`src/rtl/registro_pkg.sv`:
```
// Shared definitions for the registro_fila operand/opcode input register:
// capture state encodings, default widths and a constant clog2 helper.
package registro_pkg;

  localparam int unsigned DATA_W_DEF        = 4;
  localparam int unsigned OPER_W_DEF        = 4;
  localparam int unsigned STABLE_CYCLES_DEF = 2;
  localparam int unsigned DEPTH_DEF         = 4;

  typedef logic [1:0] estado_t;

  localparam estado_t OCIOSO  = 2'd0;
  localparam estado_t AMOSTRA = 2'd1;
  localparam estado_t TRAVADO = 2'd2;

  // Ceiling log2 usable in parameter/port width expressions.
  function automatic int unsigned clog2(input int unsigned v);
    int unsigned r;
    r = 0;
    for (int unsigned i = 0; i < 32; i++) begin
      if ((64'd1 << i) < 64'(v)) r = i + 1;
    end
    return r;
  endfunction

endpackage

```
`src/rtl/fila_registro.sv`:
```
// Generic synchronous FIFO with registered occupancy and combinational head read.
// Works for any DEPTH >= 2; pointers wrap explicitly at DEPTH-1.
module fila_registro
  import registro_pkg::*;
#(
  parameter int unsigned WIDTH = 8,
  parameter int unsigned DEPTH = 4
) (
  input  logic                         clk,
  input  logic                         rst,
  input  logic                         push,
  input  logic                         pop,
  input  logic [WIDTH-1:0]             din,
  output logic [WIDTH-1:0]             head,
  output logic                         cheio,
  output logic                         vazio,
  output logic [clog2(DEPTH+1)-1:0]    ocupacao
);

  localparam int unsigned PTR_W = clog2(DEPTH);
  localparam int unsigned OCC_W = clog2(DEPTH + 1);

  logic [WIDTH-1:0] mem [DEPTH];
  logic [PTR_W-1:0] wr_ptr;
  logic [PTR_W-1:0] rd_ptr;
  logic             do_push;
  logic             do_pop;

  assign vazio   = (ocupacao == '0);
  assign cheio   = (ocupacao == OCC_W'(DEPTH));
  assign do_pop  = pop && !vazio;
  // A full FIFO still accepts a push when the head leaves on the same edge.
  assign do_push = push && (!cheio || do_pop);

  always_ff @(posedge clk or posedge rst) begin
    if (rst) begin
      wr_ptr   <= '0;
      rd_ptr   <= '0;
      ocupacao <= '0;
    end else begin
      if (do_push)
        wr_ptr <= (wr_ptr == PTR_W'(DEPTH - 1)) ? '0 : wr_ptr + PTR_W'(1);
      if (do_pop)
        rd_ptr <= (rd_ptr == PTR_W'(DEPTH - 1)) ? '0 : rd_ptr + PTR_W'(1);
      case ({do_push, do_pop})
        2'b10:   ocupacao <= ocupacao + OCC_W'(1);
        2'b01:   ocupacao <= ocupacao - OCC_W'(1);
        default: ocupacao <= ocupacao;
      endcase
    end
  end

  always_ff @(posedge clk) begin
    if (do_push) mem[wr_ptr] <= din;
  end

  assign head = mem[rd_ptr];

endmodule

```
`src/rtl/registro_fila.sv`:
```
// Operand/opcode input register: qualifies a word as stable over STABLE_CYCLES
// samples while Hab is high, buffers accepted words and presents the FIFO head.
module registro_fila
  import registro_pkg::*;
#(
  parameter int unsigned DATA_W        = DATA_W_DEF,
  parameter int unsigned OPER_W        = OPER_W_DEF,
  parameter int unsigned STABLE_CYCLES = STABLE_CYCLES_DEF,
  parameter int unsigned DEPTH         = DEPTH_DEF
) (
  input  logic                         clk,
  input  logic                         rst,
  input  logic                         Hab,
  input  logic [DATA_W+OPER_W-1:0]     In,
  input  logic                         pronto,
  output logic [DATA_W-1:0]            saida_dados,
  output logic [OPER_W-1:0]            saida_oper,
  output logic                         saida_valida,
  output logic                         Fim,
  output logic [clog2(DEPTH+1)-1:0]    ocupacao
);

  localparam int unsigned W  = DATA_W + OPER_W;
  localparam int unsigned CW = clog2(STABLE_CYCLES + 1);
  localparam logic [CW-1:0] CONT_MAX = CW'(STABLE_CYCLES);
  localparam logic [CW-1:0] CONT_LIM = CW'(STABLE_CYCLES - 1);

  estado_t        estado, estado_n;
  logic [CW-1:0]  cont, cont_n;
  logic [W-1:0]   ultimo, ultimo_n;
  logic           fim_n;
  logic           push;
  logic           pop;
  logic           espaco;
  logic           cheio;
  logic           vazio;
  logic [W-1:0]   head;

  assign pop    = !vazio && pronto;
  assign espaco = !cheio || pop;

  always_comb begin
    estado_n = estado;
    cont_n   = cont;
    ultimo_n = ultimo;
    fim_n    = Fim;
    push     = 1'b0;
    case (estado)
      OCIOSO: begin
        fim_n = 1'b0;
        if (Hab) begin
          ultimo_n = In;
          cont_n   = CW'(1);
          estado_n = AMOSTRA;
        end
      end
      AMOSTRA: begin
        if (!Hab) begin
          cont_n   = '0;
          estado_n = OCIOSO;
        end else if (In != ultimo) begin
          ultimo_n = In;
          cont_n   = CW'(1);
        end else if (cont >= CONT_LIM) begin
          // Qualified word: without space the counter stays saturated and the
          // push is retried every cycle until the FIFO drains.
          cont_n = CONT_MAX;
          if (espaco) begin
            push     = 1'b1;
            fim_n    = 1'b1;
            estado_n = TRAVADO;
          end
        end else begin
          cont_n = cont + CW'(1);
        end
      end
      TRAVADO: begin
        fim_n = 1'b1;
        if (!Hab) begin
          fim_n    = 1'b0;
          cont_n   = '0;
          estado_n = OCIOSO;
        end
      end
      default: begin
        estado_n = OCIOSO;
        cont_n   = '0;
        fim_n    = 1'b0;
      end
    endcase
  end

  always_ff @(posedge clk or posedge rst) begin
    if (rst) begin
      estado <= OCIOSO;
      cont   <= '0;
      ultimo <= '0;
      Fim    <= 1'b0;
    end else begin
      estado <= estado_n;
      cont   <= cont_n;
      ultimo <= ultimo_n;
      Fim    <= fim_n;
    end
  end

  fila_registro #(
    .WIDTH (W),
    .DEPTH (DEPTH)
  ) u_fila (
    .clk      (clk),
    .rst      (rst),
    .push     (push),
    .pop      (pop),
    .din      (ultimo),
    .head     (head),
    .cheio    (cheio),
    .vazio    (vazio),
    .ocupacao (ocupacao)
  );

  assign saida_valida = !vazio;
  assign saida_dados  = vazio ? '0 : head[DATA_W-1:0];
  assign saida_oper   = vazio ? '0 : head[W-1:DATA_W];

endmodule

```
`config.mk`:
```
export PLATFORM = sky130hd
export DESIGN_NAME = registro_fila
export DESIGN_NICKNAME = d
export VERILOG_FILES = /design/src/rtl/registro_pkg.sv /design/src/rtl/fila_registro.sv /design/src/rtl/registro_fila.sv
export SDC_FILE = /design/constraint.sdc
export NUM_CORES = 1
export LEC_CHECK = 0
export ABC_AREA = 1
export CORE_AREA = 2 2 68 70
export CTS_BUF_LIST = sky130_fd_sc_hd__clkbuf_16
export DETAILED_ROUTE_END_ITERATION = 10
export DIE_AREA = 0 0 70 72
export GPL_TIMING_DRIVEN = 0
export HOLD_SLACK_MARGIN = 0.06
export MAX_ROUTING_LAYER = met4
export PLACE_DENSITY = 0.91
export RECOVER_POWER = 100
export SETUP_SLACK_MARGIN = 0.1
export SKIP_LAST_GASP = 1
export SLEW_MARGIN = 15
export SYNTH_ARGS = -nofsm -noshare
export SYNTH_HDL_FRONTEND = slang
export SYNTH_SLANG_ARGS = --single-unit
```
`constraint.sdc`:
```
create_clock -name clk -period 4.15 [get_ports clk]
set_input_delay 1.0375 -clock clk [delete_from_list [all_inputs] [get_ports clk]]
set_output_delay 1.0375 -clock clk [all_outputs]
set_load 0.1 [all_outputs]
```
==> metrics.md, run 1 <==
| Metric | Value |
|---|---|
| RSZ-0062 raised after global routing | `false` |
| Grt total ovfl | `0` |
| CTS sink cnt | `between 50 and 60` |
| Max frequency | `roughly 270 MHz` |
| Worst-path cell chain | `buf_2 > inv_2 > clkbuf_1 > o21ai_0 > a21oi_4 > clkbuf_1` |
| Dpl ws | `0.4237 ns` |
| Most repeated library cell on the critical path | `clkbuf_1` |
| Pre-antenna DRT Iters | `4` |
| PortBufs | `24` |
| Status | `finished clean` |
| Post-synth top area cell | `edfxtp_1` |
| Core area | `0.004264 mm^2` |
| I/O pin count | `25` |
| Routability congestion estimate from global placement | `between 0.8 and 0.9` |
| Worst hold-check path type | `flop to flop` |
| Total GRT Usage | `around a quarter` |
| Die H | `72 um` |
| Min cycle time layout | `3.774 ns` |
| Total area of sequential cells | `0.001461 mm^2` |
| Area of the die | `just over 0.005 mm^2` |
| Area of the mapped netlist | `approximately 0.0025 mm^2` |
| Final ANT Viol Nets | `0` |
| Fin. max-slew vios | `0` |
| XOR/XNOR Fraction of Synth Area | `less than 1%` |
| Residual DRC | `0` |
| Root Buffer | `clkbuf_16` |
| Skew-Pair Late Insertion Delay | `0.29 ns` |
| Iteration-0 DRC Markers | `~180` |
| Multi-input logic area | `around 900 um^2` |
| Post-synthesis simple-gate area fraction | `a little under a fifth` |
| Crit Path Category | `flop to primary output` |
| Min Hold Slack | `approximately 0.5 ns` |
| Syn Nets | `approximately 290` |
| Most instantiated library cell after synthesis | `nand2_1` |
| First-pass GRT wire length | `roughly 8700 um` |
| # diodes | `0` |
| Largest family of logic cells by synthesized area | `simple AND/OR/NAND/NOR gates` |
| Max-cap violations | `0` |
| Synth Area in Compound Gates | `roughly a tenth` |
| Post-synth top area share | `between 30% and 40%` |
| Commonest cells in the netlist | `nand2_1 (54), nor2_1 (44), inv_1 (34)` |
| CP startpoint kind | `flop` |
| Clk slew on worst S/H paths | `~0.06 ns` |
| Vias/cell | `about 5.3` |
| Final design area excluding fillers | `0.002969 mm^2` |
| Post-synth EDFFs | `32` |
| Final setup fails | `0` |
| Die Wd | `~70 um` |
| Crit-path max FO | `10` |
| Area delta synth->final | `18.35%` |
| Adder-Cell Fraction of Synth Area | `~5.3%` |
| Family with the most delay on the worst path | `buffers and inverters` |
| Setup Total Neg Slack | `0 ns` |
| Post-synth top flop | `edfxtp_1` |
| Sequential area share after synthesis | `58.25%` |
| CP Capture Type | `primary output` |
| Routed WL | `5235 um` |
| Synth Warn # | `0` |
| Clk buf depth | `2` |
| Final hold viol count | `0` |
| CTS tree | `done` |
| Initial antenna violation count | `0` |
| Yosys reg bits | `52` |
| Async S/R FF share, synth | `around two fifths` |
| WP buf/inv | `4` |
| Vias in the first global route | `about 1.9k` |
| CTS buffer count | `5` |
| Final nets | `between 300 and 400` |
| Mean routed wirelength per cell | `about 15 um` |
| CTS HTree Levels | `2` |
| Final WS setup | `0.3764 ns` |
| Area after DPL | `between 0.002 and 0.003 mm^2` |
| Skew final | `roughly 0.0050 ns` |
| Critical Path Max Stage Delay | `about 0.88 ns` |
| Tightest Pin Transition | `about 1.2 ns` |
| Post-synthesis mux area share | `0%` |
| WP data arrival | `around 2.7 ns` |
| Layout cells sized above 1 | `~7.4%` |
| Detail Placement HPWL | `3594 um` |
| Data required, critical path | `around 3.1 ns` |
| Largest net degree at the start of global routing | `21` |
| Syn avg cell area | `9.431 um^2` |
| Yosys cell types | `28` |
| Fill cells | `340` |
| Synth Instances | `about 270` |
| Relative slew slack | `20.40%` |
| Synth area leaders | `edfxtp_1 (38%), dfrtp_1 (20%), nand2_1 (8.1%), nor2_1 (6.6%), o21ai_0 (6.0%)` |
| # rows | `24` |
| Routed vias | `between 1.5k and 2k` |
| CTS Hold Bufs | `0` |
| Final period util | `between 90% and 100%` |
| Critical path's slowest cell | `clkbuf_1` |
| Initial core utilization | `between 50% and 60%` |
==> layer usage <==
layer / vias up / routed length (um) / GRT usage, %
met4: 0 / 130 / 9.615
li1: 922 / - / -
met1: 871 / 2068 / 26.58
met3: 14 / 291 / 5.000
met2: 51 / 2745 / 41.06
met5: - / 0 / -
==> cells in the final DEF (no fill, tap or decap), types with 2 or more instances in the layout <==
cell type	Yosys	routed
dfrtp_1	20	20
o21ai_0	30	32
dlygate4sd3_1	0	8
a21oi_4	0	8
nand3_1	4	5
nand2_1	54	54
ha_1	9	9
clkdlybuf4s50_1	0	8
nor2_1	44	50
clkinv_1	2	2
nand2_2	1	2
clkbuf_16	0	5
clkbuf_1	1	10
inv_1	34	35
a21oi_1	11	3
buf_2	3	3
edfxtp_1	32	32
==> state kept, by name (all words and copies together) (netlist names) <==
| register | cells |
|---|---|
| cont | 2 |
| u_fila.wr_ptr | 2 |
| Fim | 1 |
| estado | 2 |
| u_fila.mem | 32 |
| ultimo | 8 |
| u_fila.ocupacao | 3 |
| u_fila.rd_ptr | 2 |
==> timing repair <==
item	in CTS	in global routing
hold endpoints to repair	0	0
gates resized for setup	0	8
setup buffers	0	0
setup endpoints to repair	0	8
==> metrics by stage <==
step                      util [%]  cells
after global routing         69.63    350
final                        69.63    350
after CTS                    72.12    350
after detailed placement     68.19    342
after floorplan                  -    266
after global placement       68.19    342
==> worst reg2reg max path: cells and delay by family, from the launching register on <==
kind	cells	cell delay, ns
simple gates	8	1.66
flops	1	0.48
buf+inv	2	0.23
==> kinds of logic after synthesis <==
kind of cell / Yosys count
simple gates: 112
flops: 52
compound gates: 47
buf+inv: 43
fa+ha+maj: 10
xor+xnor: 2
==> area by class of cell <==
type / instances / area share, %
inverters: 38 / 4.846
well taps: 52 / 2.191
multi-input cells: 171 / 30.93
plain buffers: 5 / 0.7585
repair buffers: 24 / 6.405
flip-flops and latches: 52 / 49.22
clock buffers: 5 / 4.214
clock inverters: 3 / 1.433
==> worst paths after layout <==
check / start / end / slack [ns] / cells after the start
hold / removal: cont[1]$_DFFE_PP0P_ / cont[1]$_DFFE_PP0P_ / 0.50 / 2
hold reg to reg: cont[1]$_DFFE_PP0P_ / cont[1]$_DFFE_PP0P_ / 0.50 / 2
max in group asynchronous: rst / u_fila.wr_ptr[0]$_DFFE_PP0P_ / 2.33 / 2
setup reg to reg: ultimo[3]$_DFFE_PP0P_ / u_fila.mem[1][0]$_DFFE_PP_ / 1.41 / 10
min in group asynchronous: rst / ultimo[4]$_DFFE_PP0P_ / 1.33 / 2
setup / recovery: u_fila.rd_ptr[0]$_DFFE_PP0P_ / saida_dados[1] / 0.38 / 6
Power of run 1 is left out: the tool's default activity adds up to more than one toggle a clock period on the data nets, which glitch-free logic cannot reach.
==> inputs of run 2 (changes only) <==
--- a/config.mk
+++ b/config.mk
@@ -13,7 +13,7 @@
 export GPL_TIMING_DRIVEN = 0
 export HOLD_SLACK_MARGIN = 0.06
 export MAX_ROUTING_LAYER = met4
-export PLACE_DENSITY = 0.91
+export PLACE_DENSITY_LB_ADDON = 0.12
 export RECOVER_POWER = 100
 export SETUP_SLACK_MARGIN = 0.1
 export SKIP_LAST_GASP = 1
==> metrics.md, run 2 (same netlist as run 1, synthesis figures left out) <==
| Metric | Value |
|---|---|
| # diodes | `0` |
| Fin. max-slew vios | `0` |
| Residual DRC | `0` |
| Total GRT Usage | `21.57%` |
| Mean routed wirelength per cell | `approximately 13 um` |
| Crit Reg-Reg Startpoint | `ultimo[3]$_DFFE_PP0P_` |
| CTS HTree Levels | `2` |
| Crit-path max FO | `10` |
| Data required, critical path | `~3.1 ns` |
| Initial antenna violation count | `0` |
| Largest Register | `u_fila.mem` |
| Clk buf depth | `2` |
| WP data arrival | `between 2 and 3 ns` |
| Dpl ws | `0.5146 ns` |
| Routability congestion estimate from global placement | `between 0.7 and 0.8` |
| Vias/cell | `between 5 and 6` |
| Area of the die | `about 0.0050 mm^2` |
| Post-CTS setup repair buffer count | `0` |
| Max reg flops | `32` |
| RR Endpoint | `u_fila.mem[1][6]$_DFFE_PP_` |
| Skew-Pair Late Insertion Delay | `around 0.29 ns` |
| Area after DPL | `0.002908 mm^2` |
| Final ANT Viol Nets | `0` |
| Root Buffer | `clkbuf_16` |
| Vias in the first global route | `between 1.5k and 2k` |
| PortBufs | `24` |
| Detail Placement HPWL | `3373 um` |
| Area delta synth->final | `19.20%` |
| Critical path's slowest cell | `dlygate4sd3_1` |
| Critical Path Max Stage Delay | `about 1.2 ns` |
| Die Wd | `around 70 um` |
| Max frequency | `253.7 MHz` |
| Pre-antenna DRT Iters | `4` |
| Final nets | `around 320` |
| R2R setup slack | `between 1 and 1.5 ns` |
| Final setup fails | `0` |
| CTS sink cnt | `52` |
| # rows | `24` |
| Routed WL | `4645 um` |
| Max-cap violations | `0` |
| Core area | `about 0.0043 mm^2` |
| Grt total ovfl | `0` |
| Commonest non-fill, non-tap cell in the layout | `nand2_1` |
| Setup Total Neg Slack | `0 ns` |
| I/O pin count | `25` |
| First-pass GRT wire length | `8107 um` |
| Worst-path cell chain | `buf_2 > inv_2 > clkbuf_1 > o21ai_0 > a21oi_4 > dlygate4sd3_1` |
| RSZ-0062 raised after global routing | `false` |
| Routed vias | `roughly 1.8k` |
| Hold_sp | `cont[1]$_DFFE_PP0P_` |
| Min Hold Slack | `0.4902 ns` |
| CP Capture Type | `primary output` |
| Crit Path Category | `flop to primary output` |
| Status | `finished clean` |
| Clk slew on worst S/H paths | `around 0.07 ns` |
| Most frequent cells in the layout | `nand2_1 (54), nor2_1 (50), inv_1 (35)` |
| Die H | `72 um` |
| Final design area excluding fillers | `approximately 0.0030 mm^2` |
| CTS buffer count | `5` |
| Layout cells sized above 1 | `about 7.7%` |
| CTS tree | `done` |
| Critical Path Sink | `saida_oper[1]` |
| Worst hold-check path type | `flop to flop` |
| Final hold viol count | `0` |
| Final WS setup | `~0.21 ns` |
| R2R cell count | `10` |
| Relative slew slack | `between 20% and 30%` |
| Initial core utilization | `between 50% and 60%` |
| CP startpoint | `u_fila.rd_ptr[0]$_DFFE_PP0P_` |
| Biggest regs | `u_fila.mem: 32 flops, ultimo: 8 flops, u_fila.ocupacao: 3 flops` |
| Largest net degree at the start of global routing | `21` |
| Skew final | `about 0.0066 ns` |
| Iteration-0 DRC Markers | `roughly 110` |
| Final period util | `94.98%` |
| Tightest Pin Transition | `1.200 ns` |
| Min cycle time layout | `slightly below 4 ns` |
| CP startpoint kind | `flop` |
run 2: worst min-delay path by stage:
stage | end | slack, ns | depth (start not counted)
5_1_grt | cont[1]$_DFFE_PP0P_ | 0.54 | 2
4_1_cts | cont[1]$_DFFE_PP0P_ | 0.49 | 2
3_3_place_gp | cont[1]$_DFFE_PP0P_ | 0.47 | 2
2_1_floorplan | cont[1]$_DFFE_PP0P_ | 0.45 | 2
3_5_place_dp | cont[1]$_DFFE_PP0P_ | 0.48 | 2
6_report | cont[1]$_DFFE_PP0P_ | 0.49 | 2
run 2: metal layers:
metal | wire length, um | GRT usage [%] | vias to the layer above
met5 | 0 | - | -
met4 | 76 | 7.051 | 0
met3 | 113 | 4.167 | 7
met2 | 2190 | 34.50 | 20
met1 | 2265 | 28.29 | 812
li1 | - | - | 923
run 2: area by class of cell:
type / instances / area (um^2)
clock buffers: 5 / 125.1
plain buffers: 5 / 22.52
inverters: 38 / 143.9
repair buffers: 24 / 227.7
clock inverters: 3 / 26.28
well taps: 52 / 65.06
fillers: 334 / 1274
flip-flops and latches: 52 / 1461
multi-input cells: 171 / 918.4
run 2: through the flow:
step / util (%) / cells
global route: 70.13 / 350
detailed placement: 68.19 / 342
floorplan: - / 266
finish: 70.13 / 350
global placement: 68.19 / 342
CTS: 71.74 / 350
run 2: critical path: cells and delay by family (launching register included):
kind | cells | cell delay [ns]
buffers and inverters | 4 | 1.83
AOI/OAI and AO/OA | 2 | 0.41
DFF | 1 | 0.38
run 2: repair_timing:
action | CTS | global route
hold buffers | 0 | 0
resized for setup | 0 | 2
setup endpoints to repair | 0 | 2
Power of run 2 is left out for the same reason.
